File: src/rtl/tlk2711_pattern_checker_pkg.sv
// Shared definitions for the TLK2711 pattern checker: modes, FSM states, PRBS-15 helpers.
// Latency: n/a (declarations only).
// Backpressure: n/a.
// Contents: mode codes, state_t, PRBS-15 tap mask, prbs15_adv() serial LFSR advance.
package tlk2711_chk_pkg;

   localparam logic [1:0] MODE_BYTE = 2'd0;
   localparam logic [1:0] MODE_WORD = 2'd1;
   localparam logic [1:0] MODE_PRBS = 2'd2;

   typedef enum logic [1:0] {
      ST_IDLE   = 2'd0,
      ST_SEARCH = 2'd1,
      ST_LOCKED = 2'd2
   } state_t;

   // x^15 + x^14 + 1: state[14] holds the oldest bit, state[0] the newest,
   // so the next bit is state[14] ^ state[13].
   localparam logic [14:0] PRBS15_TAPS = 15'h6000;

   // Advance the LFSR by nbits serial steps; nbits is constant at every call site.
   function automatic logic [14:0] prbs15_adv(input logic [14:0] state, input int nbits);
      logic [14:0] s;
      s = state;
      for (int i = 0; i < nbits; i++) begin
         s = {s[13:0], ^(s & PRBS15_TAPS)};
      end
      return s;
   endfunction

endpackage

File: src/rtl/tlk2711_pattern_checker_prbs15_par.sv
// Parallel PRBS-15 generator: DATA_W output bits (MSB first) plus successor state.
// Latency: combinational.
// Backpressure: n/a; caller decides when to load next_state.
// Ports: state in (15), dat out (DATA_W), next_state out (15).
module tlk2711_prbs15_par
   import tlk2711_chk_pkg::*;
#(
   parameter int DATA_W = 16
) (
   input  logic [14:0]       state,
   output logic [DATA_W-1:0] dat,
   output logic [14:0]       next_state
);

   logic [14:0] s;

   always_comb begin
      s   = state;
      dat = '0;
      for (int i = DATA_W - 1; i >= 0; i--) begin
         dat[i] = ^(s & PRBS15_TAPS);
         s      = {s[13:0], dat[i]};
      end
      next_state = s;
   end

endmodule

File: config.mk
export PLATFORM = sky130hd
export DESIGN_NAME = tlk2711_prbs15_par
export DESIGN_NICKNAME = d
export VERILOG_FILES = /design/src/rtl/tlk2711_pattern_checker_pkg.sv /design/src/rtl/tlk2711_pattern_checker_prbs15_par.sv
export SDC_FILE = /design/constraint.sdc
export NUM_CORES = 1
export LEC_CHECK = 0
export CORE_AREA = 2 2 39 41
export DETAILED_ROUTE_END_ITERATION = 7
export DIE_AREA = 0 0 41 43
export PLACE_DENSITY = 0.77
export SYNTH_ARGS = -nofsm -noshare
export SYNTH_HDL_FRONTEND = slang
export SYNTH_SLANG_ARGS = --single-unit
File: constraint.sdc
create_clock -name vclk -period 1.79
set_input_delay 0.179 -clock vclk [all_inputs]
set_output_delay 0.179 -clock vclk [all_outputs]
set_load 0.02 [all_outputs]
==> results of run 1 <==
## tightest hold or removal path, cell delays in order
cell             delay, ns
clkdlybuf4s50_1       0.50
xor2_1                0.08
dlymetal6s2s_1        0.20
## cells by family after synthesis
| family | count (synthesis) | synth area share |
|---|---|---|
| XOR/XNOR | 16 | 0.5794 |
| buffers and inverters | 15 | 0.4206 |
## per-stage QoR
step           std cells    util  setup TNS (ns)  cell area, um^2  power [mW]
2_1_floorplan         31       -               0            267.8      0.1859
6_report              80  0.4765               0            659.4      0.3165
4_1_cts               80  0.4675               0            646.9      0.3230
5_1_grt               80  0.4765               0            659.4      0.3344
3_3_place_gp          80  0.4702        -0.02855            650.6      0.3269
3_5_place_dp          80  0.4702        -0.06557            650.6      0.3285
## final cells by class
class,instances,area share
Multi-Input combinational cell,16,0.2353
Timing Repair Buffer,48,0.7343
Tap cell,16,0.03036
## routing by layer
| metal | global-route usage | share of wire |
|---|---|---|
| met1 | 0.09873 | 0.33 |
| met2 | 0.1375 | 0.54 |
| met3 | 0.005236 | 0.13 |
| met4 | 0 | 0 |
| met5 | 0 | 0 |
## cell usage in the layout (no fill, tap or decap), drive strengths merged
| cell type | synthesis | layout |
|---|---|---|
| dlymetal6s2s | 0 | 5 |
| dlygate4sd2 | 0 | 3 |
| clkdlybuf4s50 | 0 | 38 |
| xor2 | 15 | 15 |
| xor3 | 1 | 1 |
| buf | 15 | 2 |
## path summary, 6_finish.rpt
path / slack (ns) / cells after the start / to / start
worst max-delay path: 0.09 / 3 / next_state[5] / state[4]
worst min-delay path: 1.14 / 3 / next_state[13] / state[11]
## power breakdown
group	internal [mW]	switching [mW]
Clock	0	0
Combinational	0.163	0.154
Sequential	0	0
==> impl_metrics.yaml, run 1 <==
status:
  status: "completed"
worst_setup_path:
  critPathMaxStageDelay_ns: 0.64
  cp.required_ns: 1.61
  crit_top_cell: "clkdlybuf4s50_1"
  arrival_ns: 1.52
  critPathLaunchType: "input pin"
  cp_cell_sequence: "clkdlybuf4s50_1 -> xor2_1 -> clkdlybuf4s50_1"
  worstSetupPathType: "in2out"
  end_kind: "output pin"
  worst_path_max_delay_cell: "clkdlybuf4s50_1"
  critical_path.top_delay_family: "buffers and inverters"
  path_max_fanout: 2
  crit_buf_inv: 2
grt:
  grt_pass1_wl_um: 1041
  grt_usage: 0.07608
  grt_max_degree: 4
  grt_pass1_vias: 273
  globalRouteOverflowTotal: 0
  antenna_found_initial: 0
sta:
  min_period_ns: 1.699
  setup_ws_ns: 0.09085
  hold_viol_final: 0
  worstMarginPinSlew_ns: 0.2298
  relSlewSlack: 0.8465
  fin_crit_sh: 0.9492
  maxSlewViolCount: 0
  max_freq_ghz: 0.5885
  hold_slack_ns: 1.144
  setup_viol: 0
  rsz0062_at_grt: "false"
cells_and_area:
  n_sequential_cell: 0
  drive_above_1_share: 0.03125
  clkbuf_count: 0
  n_antenna_cell: 0
  regArea_um2: 0
  multi_input_area_um2: 155.1
  num-fill-cells: 156
  layout.nets: 81
  area_growth_pct: 146.3
routing:
  post_drt_wl_per_cell_um: 8.675
  dr_total_vias: 303
  drcViolationCount: 0
  via_per_inst: 3.788
  drt_iter0_drc: 1
  antenna_left: 0
  wl_um: 694
  drt-pass1-iter-count: 2
synth:
  synth_common_cells: "buf_4, xor2_1, xor3_1"
  yosys_warnings: 0
  yosys.area.top_type: "xor2_1"
  synth_top_area_frac: 0.4907
  syn_nets: 46
  yosysSeqAreaShare: 0
  netlist_area_um2: 267.8
  synthesis.instances: 31
  syn_area_per_cell_um2: 8.637
  synth.area.top_cells: "xor2_1, buf_4, xor3_1"
  ys_types: 3
clocking:
  ctsHoldBuffers: 0
  cts_setup_buffers: 0
  post_cts_resized: 3
min_path:
  hold_class: "in2out"
die:
  core_area_mm2: 0.001384
  placementRows: 14
  die-height_um: 43
  start_util: 0.1935
  die_w_um: 41
  dieArea_mm2: 0.001763
  ioPinCount: 46
placed_design:
  place_congestion: 0.5825
  dp_hpwl_um: 641.3
  pre_cts_ws_ns: -0.03720
  port_buffers: 46
power_and_ir_drop:
  ir_drop_uv: 202.4
  p_leak_nw: 0.3187
  p_per_area_mw_per_mm2: 480.1
job:
  maxCapViolCount: 0
Note: power is estimated with default switching activity, not from simulation.
==> run 2: changes to the inputs <==
- CELL_PAD_IN_SITES_DETAIL_PLACEMENT: not set -> 1
- CELL_PAD_IN_SITES_GLOBAL_PLACEMENT: not set -> 1
- CORE_AREA: 2 2 39 41 -> not set
- CORE_ASPECT_RATIO: not set -> 1.4
- CORE_UTILIZATION: not set -> 14
- DIE_AREA: 0 0 41 43 -> not set
- PLACE_DENSITY: 0.77 -> not set
- PLACE_DENSITY_LB_ADDON: not set -> 0.1
==> run 2 against run 1 <==
Effect of this change: fmax down 2.4%; sequential share of layout area unchanged; combinational power about the same; die area up 19%; final cell count up 3.8%; sequential cell count unchanged; clock-buffer cell count unchanged; critical path depth unchanged; global-route usage down 1.3 points; first-iteration DRC count down 100%; highest routed layer unchanged; setup slack worse by 0.042 ns; worst hold slack better by 0.0078 ns.
==> impl_metrics.yaml, run 2 (synthesis results as in run 1) <==
status:
  status: "completed"
min_path:
  hold_class: "in2out"
  hold_depth: 3
  holdPathEnd: "dat[13]"
  holdCritStartpoint: "state[11]"
power_and_ir_drop:
  p_total_uw: 316.1
  pwr-share-clk: 0
  p_leak_nw: 0.3126
  p_sw_uw: 153.1
  p_sw_frac: 0.4843
  power_frac_seq: 0
  p_per_area_mw_per_mm2: 480.3
  ir_drop_uv: 161.3
  comb_power_share: 1.000
  p_int_uw: 163.0
sta:
  setup_ws_ns: 0.04878
  hold_viol_final: 0
  maxSlewViolCount: 0
  rsz0062_at_grt: "false"
  min_period_ns: 1.741
  fin_tns_setup_ns: 0
  max_freq_ghz: 0.5743
  relSlewSlack: 0.8401
  worstMarginPinSlew_ns: 0.2395
  hold_slack_ns: 1.152
  setup_viol: 0
  fin_crit_sh: 0.9727
routing:
  drt_iter0_drc: 0
  drcViolationCount: 0
  wl_um: 702
  post_drt_wl_per_cell_um: 8.458
  drt-pass1-iter-count: 1
  antenna_left: 0
  dr_total_vias: 306
  via_per_inst: 3.687
worst_setup_path:
  critPathMaxStageDelay_ns: 0.63
  end_kind: "output pin"
  critical_path.top_delay_family: "buffers and inverters"
  arrival_ns: 1.56
  path_max_fanout: 3
  cp_cell_sequence: "clkdlybuf4s50_1 -> xor2_1 -> clkdlybuf4s50_1"
  worstSetupPathType: "in2out"
  crit_buf_inv: 2
  cp.required_ns: 1.61
  critPathLaunchType: "input pin"
  worst_path_max_delay_cell: "clkdlybuf4s50_1"
  crit_top_cell: "clkdlybuf4s50_1"
job:
  maxCapViolCount: 0
grt:
  antenna_found_initial: 0
  globalRouteOverflowTotal: 0
  grt_pass1_wl_um: 1021
  grt_max_degree: 4
  grt_usage: 0.06281
  grt_pass1_vias: 256
die:
  core_area_mm2: 0.001779
  die-height_um: 53.75
  ioPinCount: 46
  dieArea_mm2: 0.002094
  placementRows: 18
  die_w_um: 38.96
  start_util: 0.1505
placed_design:
  dp_hpwl_um: 633.4
  dpl.cell_count: 83
  dpl_cell_area_um2: 648.1
  pre_cts_ws_ns: -0.02639
  place_congestion: 0.5498
  port_buffers: 46
cells_and_area:
  layout.nets: 80
  n_antenna_cell: 0
  final_common_cell: "clkdlybuf4s50_1"
  regArea_um2: 0
  num-fill-cells: 214
  n_sequential_cell: 0
  drive_above_1_share: 0.01587
  clkbuf_count: 0
  post-route-util: 0.3699
  design_area_um2: 658.1
  final_cells: 83
  final_cell_mix: "clkdlybuf4s50_1, xor2_1, dlymetal6s2s_1"
  area_growth_pct: 145.8
clocking:
  ctsHoldBuffers: 0
  cts_setup_buffers: 0
run 2: power by group through the flow:
stage	clock network, mW	registers [mW]	logic, mW
detailed placement	0	0	0.327
CTS	0	0	0.323
floorplan	0	0	0.186
global placement	0	0	0.327
finish	0	0	0.316
global route	0	0	0.336
run 2: metal layers:
metal	vias to the layer above	track usage	share of wire
met2	28	0.1139	0.53
met3	0	0.01653	0.16
li1	145	-	-
met4	0	0	0
met5	-	0	0
met1	133	0.07711	0.31
run 2: worst max-delay path by stage:
| stage | slack (ns) | depth (start not counted) | startpoint | to |
|---|---|---|---|---|
| after detailed placement | -0.03 | 3 | state[14] | next_state[1] |
| after floorplan | 0.74 | 2 | state[14] | next_state[1] |
| final | 0.05 | 3 | state[12] | dat[14] |
| after CTS | 0.02 | 4 | state[14] | dat[0] |
| after global placement | -0.007 | 3 | state[13] | next_state[1] |
| after global routing | 0.0001 | 3 | state[1] | next_state[3] |
run 2: layout make-up:
class,count,area (um^2),area share
tap,20,25.02,0.03802
timing repair buffer,47,478.0,0.7262
multi-input combinational,16,155.1,0.2357
run 2: what timing repair did:
| action | CTS | global route |
|---|---|---|
| cloned | 0 | 0 |
| endpoints found under the hold margin | 0 | 0 |
| gates resized for setup | 2 | 5 |
| endpoints found under the setup margin | 2 | 7 |
